### src/rtl/mem_wb_stage.sv
// mem_wb_stage: MEM/WB pipeline register with write-back mux, WB->EX forwarding and retirement counters
module mem_wb_stage #(
  parameter int DATA_W     = 16,
  parameter int REG_ADDR_W = 3,
  parameter int CNT_W      = 16
) (
  input  logic                  clk,
  input  logic                  reset,
  input  logic                  Stall,
  input  logic                  Flush,
  input  logic                  Valid_Mem,
  input  logic                  Reg_Write_Mem,
  input  logic [REG_ADDR_W-1:0] Rd_Mem,
  input  logic                  Write_Back_Sel_Mem,
  input  logic [DATA_W-1:0]     Mem_Out,
  input  logic [DATA_W-1:0]     Alu_Out_Mem,
  input  logic [REG_ADDR_W-1:0] Rs1_EX,
  input  logic [REG_ADDR_W-1:0] Rs2_EX,
  output logic                  Valid_WB,
  output logic                  Reg_Write_WB,
  output logic [REG_ADDR_W-1:0] Rd_WB,
  output logic [DATA_W-1:0]     Write_Data_WB,
  output logic                  Fwd1_Hit,
  output logic                  Fwd2_Hit,
  output logic [DATA_W-1:0]     Fwd_Data,
  output logic [CNT_W-1:0]      Retired_Count,
  output logic [CNT_W-1:0]      Load_Count
);
  logic                  valid_q, valid_d, rw_q, rw_d, cap, ret;
  logic [REG_ADDR_W-1:0] rd_q, rd_d;
  logic [DATA_W-1:0]     data_q, data_d;
  logic [CNT_W-1:0]      ret_q, ret_d, ldc_q, ldc_d;
  always_comb begin
    cap     = !Flush && !Stall;
    ret     = cap && Valid_Mem;
    valid_d = Flush ? 1'b0 : Stall ? valid_q : Valid_Mem;
    // gating with Valid_Mem keeps an X write-enable on a bubble out of the register
    rw_d    = Flush ? 1'b0 : Stall ? rw_q : (Valid_Mem && Reg_Write_Mem);
    rd_d    = cap ? Rd_Mem : rd_q;
    data_d  = cap ? (Write_Back_Sel_Mem ? Mem_Out : Alu_Out_Mem) : data_q;
    ret_d   = ret_q + CNT_W'(ret);
    ldc_d   = ldc_q + CNT_W'(ret && Write_Back_Sel_Mem);
  end
  always_ff @(posedge clk) begin
    if (reset) begin
      valid_q <= 1'b0;
      rw_q    <= 1'b0;
      rd_q    <= '0;
      data_q  <= '0;
      ret_q   <= '0;
      ldc_q   <= '0;
    end else begin
      valid_q <= valid_d;
      rw_q    <= rw_d;
      rd_q    <= rd_d;
      data_q  <= data_d;
      ret_q   <= ret_d;
      ldc_q   <= ldc_d;
    end
  end
  assign Valid_WB      = valid_q;
  assign Reg_Write_WB  = valid_q && rw_q && (rd_q != '0);
  assign Rd_WB         = rd_q;
  assign Write_Data_WB = data_q;
  assign Fwd1_Hit      = Reg_Write_WB && (rd_q == Rs1_EX);
  assign Fwd2_Hit      = Reg_Write_WB && (rd_q == Rs2_EX);
  assign Fwd_Data      = data_q;
  assign Retired_Count = ret_q;
  assign Load_Count    = ldc_q;
endmodule
### config.mk
export PLATFORM = sky130hd
export DESIGN_NAME = mem_wb_stage
export DESIGN_NICKNAME = d
export VERILOG_FILES = /design/src/rtl/mem_wb_stage.sv
export SDC_FILE = /design/constraint.sdc
export NUM_CORES = 1
export LEC_CHECK = 0
export ABC_AREA = 1
export CORE_AREA = 2 2 83 85
export DETAILED_ROUTE_END_ITERATION = 10
export DIE_AREA = 0 0 85 87
export GPL_ROUTABILITY_DRIVEN = 0
export GPL_TIMING_DRIVEN = 0
export HOLD_SLACK_MARGIN = 0.03
export PLACE_DENSITY = 0.89
export SLEW_MARGIN = 20
export SYNTH_ARGS = -nofsm -noshare
export SYNTH_HDL_FRONTEND = slang
export SYNTH_SLANG_ARGS = --single-unit
### constraint.sdc
create_clock -name clk -period 2.6 [get_ports clk]
set_input_delay 0.39 -clock clk [delete_from_list [all_inputs] [get_ports clk]]
set_output_delay 0.39 -clock clk [all_outputs]
set_load 0.005 [all_outputs]
==> results of run 1 <==
==> worst max-delay path: cells and delay by family <==
family                     cells  cell delay (ns)
adders and majority gates      2             0.47
buffers and inverters          3             0.76
and+or+nand+nor                5             0.63
AOI/OAI and AO/OA              1             0.17
==> metal layers <==
| metal | global-route usage [%] | vias up | share of wire, % |
|---|---|---|---|
| li1 | - | 1443 | - |
| met1 | 24.07 | 1263 | 43 |
| met2 | 33.24 | 84 | 50 |
| met3 | 4.076 | 12 | 5.3 |
| met4 | 7.215 | 0 | 1.7 |
| met5 | 0 | - | 0 |
==> path summary, 6_finish.rpt <==
check / start / to / slack (ns) / cells past startpoint
setup / recovery: Stall / Load_Count[10] / 0.38 / 11
hold / removal: Write_Back_Sel_Mem / Fwd_Data[1] / 0.38 / 3
setup reg to reg: Retired_Count[0] / Retired_Count[14] / 1.09 / 9
hold reg to reg: rw_q / rw_q / 0.48 / 2
==> cells in the mapped netlist, drive strengths merged <==
cell type  count
a21oi         46
ha             5
o21bai         3
nand3         11
nand2         86
nand4          3
o21a           2
inv           38
a31oi          1
nor3           1
xnor2          5
dfxtp         53
buf           23
nand3b         1
nor2b          1
xor2           5
clkbuf         4
o21ai         26
a211oi         1
nor2          67
or2            1
==> power by group <==
group | internal, W | switching (W)
Combinational | 0.000174 | 0.0000980
Clock | 0.000313 | 0.000276
Sequential | 0.000834 | 0.0000196
==> state kept, by name, indices dropped and copies added (netlist names) <==
signal	flops
Valid_WB	1
Load_Count	16
Retired_Count	16
Rd_WB	3
Fwd_Data	16
rw_q	1
==> metrics by stage <==
stage	power [W]	instances	area, sq um
final	0.001715	588	4058
after global routing	0.001794	588	4058
after CTS	0.001735	588	4058
after detailed placement	0.001144	580	3938
after global placement	0.001136	580	3938
after floorplan	0.0009700	383	2666
==> cell families (layout without fill, tap and decap cells) <==
group           count (synthesis)  count (layout)  synth area share [%]
simple gates                  171             171                 26.94
compound gates                 79              79                 15.58
flops                          53              53                 39.79
xor+xnor                       10              10                 3.285
buf+inv                        65             190                 12.06
fa+ha+maj                       5               5                 2.346
==> area by class of cell <==
cell class	count	area (sq um)
repair buffers	117	1171
clock inverters	2	37.54
fillers	559	2511
inverters	38	142.6
well taps	80	100.1
clock buffers	6	82.58
flip-flops and latches	53	1061
multi-input cells	265	1284
plain buffers	27	178.9
==> impl_metrics.yaml, run 1 <==
run_status:
  status: "complete, no violations"
critical_path:
  cp-start-kind: "primary input"
  cp.arrival_ns: 2.42
  cp-end-kind: "flip-flop"
  path_cells: "clkdlybuf4s50_1, inv_1, nand2_1, nor3_1, ha_1, ha_1, nand3_1, inv_1, nand3b_1, o21ai_0, nor2_1"
  max_stage_delay_ns: 0.50
  required_ns: 2.80
  critPathMaxFanout: 4
  crit_path_top_delay_cell: "clkdlybuf4s50_1"
  worstSetupPathType: "primary input to flip-flop"
logic_synthesis:
  netlist_instances: 383
  syn_avg_cell_area_sq_um: 6.962
  yosys.area.top_type: "dfxtp_1"
  synth_area_sq_um: 2666
  ys.warnings.count: 0
  synth_top_cell_area_share_pct: 39.79
  ys_types: 29
  syn_nets: 436
  seq_area_frac_synth_pct: 39.79
  synth_area_leaders: "dfxtp_1 (40%), nand2_1 (12%), nor2_1 (8.9%)"
  synth_seq_cells: 53
global_routing:
  antenna_found_initial: 0
  track_usage_pct: 19.42
  grt_pass1_wl_mm: 11.65
  grt_max_degree: 17
  overflow: 0
  grt_pass1_vias: 2585
timing:
  clock-skew-final_ns: 0.006559
  finalSetupViolCount: 0
  relSlewSlack_pct: 66.89
  min_period_ns: 2.222
  setup_ws_ns: 0.3782
  worstMarginPinSlew_ns: 0.4967
  fmax_mhz: 450.1
  setup_tns_ns: 0
  post-route-period-util_pct: 85.45
  whs_ns: 0.3774
  rsz0062_at_grt: "false"
  hold_viol_final: 0
  slew_viol_final: 0
finish:
  antenna_cells: 0
  mostFrequentLayoutCell: "clkdlybuf4s50_1"
  layout.nets: 560
  final_cell_mix: "clkdlybuf4s50_1 (117), nand2_1 (82), nor2_1 (63)"
  synthToLayoutAreaGrowth_pct: 52.18
  final_core_util_pct: 61.77
  drive_above_1_share_pct: 8.465
floorplanning:
  fp-row-count: 30
  core_area_sq_um: 6569
  dieArea_sq_um: 7395
  die_h_um: 87
  dieWidth_um: 85
  io_pins: 119
  initial_utilization_pct: 40.59
cts:
  htree_levels: 2
  clk_latency_ns: 0.30
  cts_hold_buf: 0
  cts_made_buffers: 5
  cts_buffer_depth: 2
  cts_setup_buffers: 0
  path_clk_slew_ns: 0.10
  root_buffer: "clkbuf_8"
  cts_tree: "yes"
  cts_resized: 0
  cts_sinks: 53
run:
  max_cap_viol_count: 0
power:
  ir_drop_mv: 0.3264
  power-per-cell-area_nw_per_um2: 422.6
  cellLeakagePower_nw: 1.635
place:
  post-place-ws_ns: 0.06491
  dp_hpwl_mm: 5.899
  port_buffers: 117
routing:
  drc: 0
  antenna_left: 0
  via_per_inst: 4.765
  drtPass1Iterations: 5
  first_iter_violations: 122
  wl_mm: 7.506
  vias: 2802
  routedWlPerCell_um: 12.77
hold_path:
  hp-class: "primary input to flip-flop"
(Power assumes the default switching activity.)
==> inputs of run 2 (changes only) <==
Settings changed: CAP_MARGIN set to 20.
==> results of run 2 <==
Same layout as run 1: the final DEF is identical, and so are final timing and power.
==> inputs of run 3 (changes only) <==
Settings changed: CORE_AREA 2 2 83 85 to 2 2 85 87, DIE_AREA 0 0 85 87 to 0 0 87 89, PLACE_DENSITY 0.89 to 0.86, SKIP_CTS_REPAIR_TIMING set to 1.
==> run 3 against run 2 <==
Cell count stayed put. Largest power group unchanged. Via count up 2.7%. Clock power fell by 20%. Worst hold slack improved by 0.0020 ns. Register-to-register slack about the same. Critical path depth did not move. First-iteration DRC count fell by 11%. Power fell by 7.1%.
==> impl_metrics.yaml, run 3 (synthesized netlist as in run 1, its figures left out) <==
place:
  post-place-ws_ns: 0.02725
  dp_hpwl_mm: 5.866
  port_buffers: 117
  dpl_cell_area_sq_um: 3938
power:
  power-per-cell-area_nw_per_um2: 395.8
  p_comb_share_pct: 17.0
  switching_share_pct: 24.60
  p_sw_w: 0.0003918
  ir_drop_mv: 0.2049
  p_total_w: 0.001593
  seqPwrFrac_pct: 53.5
  power.clock.fraction_pct: 29.5
  cellLeakagePower_nw: 1.624
  intPower_w: 0.001201
finish:
  drive_above_1_share_pct: 8.268
  synthToLayoutAreaGrowth_pct: 50.92
  design_area_sq_um: 4024
  mostFrequentLayoutCell: "clkdlybuf4s50_1"
  layout.nets: 560
  final_cell_mix: "clkdlybuf4s50_1 (117), nand2_1 (82), nor2_1 (63)"
  antenna_cells: 0
floorplanning:
  fp-row-count: 30
  core_area_sq_um: 6719
  io_pins: 119
  initial_utilization_pct: 39.68
  dieArea_sq_um: 7743
  die_h_um: 89
  dieWidth_um: 87
timing:
  finalSetupViolCount: 0
  relSlewSlack_pct: 67.54
  fmax_mhz: 445.3
  rsz0062_at_grt: "false"
  min_period_ns: 2.246
  slew_viol_final: 0
  setup_ws_ns: 0.3541
  worstMarginPinSlew_ns: 0.4869
  setup_tns_ns: 0
  clock-skew-final_ns: 0.004605
  post-route-period-util_pct: 86.38
  whs_ns: 0.3794
  hold_viol_final: 0
critical_path:
  cp-start-kind: "primary input"
  path_cells: "clkdlybuf4s50_1, inv_1, nand2_1, nor3_1, ha_1, ha_1, nand3_1, inv_1, nand3b_1, o21ai_0, nor2_1"
  cp.arrival_ns: 2.45
  cp.buffers_inverters: 3
  cp-end-kind: "flip-flop"
  worstSetupPathType: "primary input to flip-flop"
  required_ns: 2.81
  timing.rr.start: "Load_Count[0]"
  max_stage_delay_ns: 0.49
  crit_path_top_delay_cell: "clkdlybuf4s50_1"
  startpoint: "Stall"
  critPathMaxFanout: 4
  cp_top_family: "buffers and inverters"
cts:
  cts_made_buffers: 5
  clk_latency_ns: 0.31
  cts_tree: "yes"
  htree_levels: 2
  cts_sinks: 53
  root_buffer: "clkbuf_8"
  cts_buffer_depth: 2
  path_clk_slew_ns: 0.10
routing:
  wl_mm: 7.382
  routedWlPerCell_um: 12.55
  vias: 2879
  antenna_left: 0
  via_per_inst: 4.896
  first_iter_violations: 108
  drc: 0
  drtPass1Iterations: 4
run:
  max_cap_viol_count: 0
global_routing:
  grt_max_degree: 17
  grt_pass1_vias: 2634
  antenna_found_initial: 0
  overflow: 0
  track_usage_pct: 18.28
  grt_pass1_wl_mm: 11.56
run_status:
  status: "complete, no violations"
hold_path:
  hp-start: "Write_Back_Sel_Mem"
  hp-class: "primary input to flip-flop"
run 3: cell types whose count changed in the layout (fill, tap and decap cells not counted):
cell	delta
clkbuf_1	+1
clkinv_2	+1
inv_6	+1
bufinv_16	-1
clkbuf_8	-1
clkinvlp_4	-1
run 3: worst paths after layout:
path / endpoint / slack, ns / depth (start not counted)
max: Load_Count[10] / 0.35 / 11
min: Fwd_Data[4] / 0.38 / 3
max reg2reg: Load_Count[10] / 1.08 / 7
min reg2reg: rw_q / 0.47 / 2
run 3: worst register-to-register path, delay by kind of cell, from the launching register on:
family | cells | cell delay (ns)
and+or+nand+nor | 3 | 0.30
DFF | 1 | 0.37
AOI/OAI and AO/OA | 1 | 0.18
adders and majority gates | 2 | 0.41
buffers and inverters | 1 | 0.15
run 3: layer usage:
layer / track usage, % / up-vias / part of all wire [%]
li1: - / 1454 / -
met1: 21.96 / 1309 / 41
met2: 33.03 / 109 / 51
met3: 4.524 / 7 / 6.8
met4: 3.977 / 0 / 0.70
met5: 0 / - / 0
run 3: final cells by class:
type | count | area, sq um
Fill cell | 626 | 2695
Multi-Input combinational cell | 265 | 1284
Timing Repair Buffer | 117 | 1171
Sequential cell | 53 | 1061
Buffer | 27 | 178.9
Inverter | 38 | 142.6
Tap cell | 80 | 100.1
Clock buffer | 6 | 72.57
Clock inverter | 2 | 13.76
run 3: metrics by stage:
step | util [%] | instances
after floorplan | - | 383
after CTS | 59.89 | 588
after global placement | 58.60 | 580
final | 59.89 | 588
after global routing | 59.89 | 588
after detailed placement | 58.60 | 580
run 3: power groups by stage:
stage / sequential, W / combinational, W / clock, W
global placement: 0.000870 / 0.000265 / 0
CTS: 0.000853 / 0.000274 / 0.000488
floorplan: 0.000870 / 0.0000998 / 0
detailed placement: 0.000871 / 0.000273 / 0
finish: 0.000852 / 0.000271 / 0.000470
global route: 0.000856 / 0.000296 / 0.000516
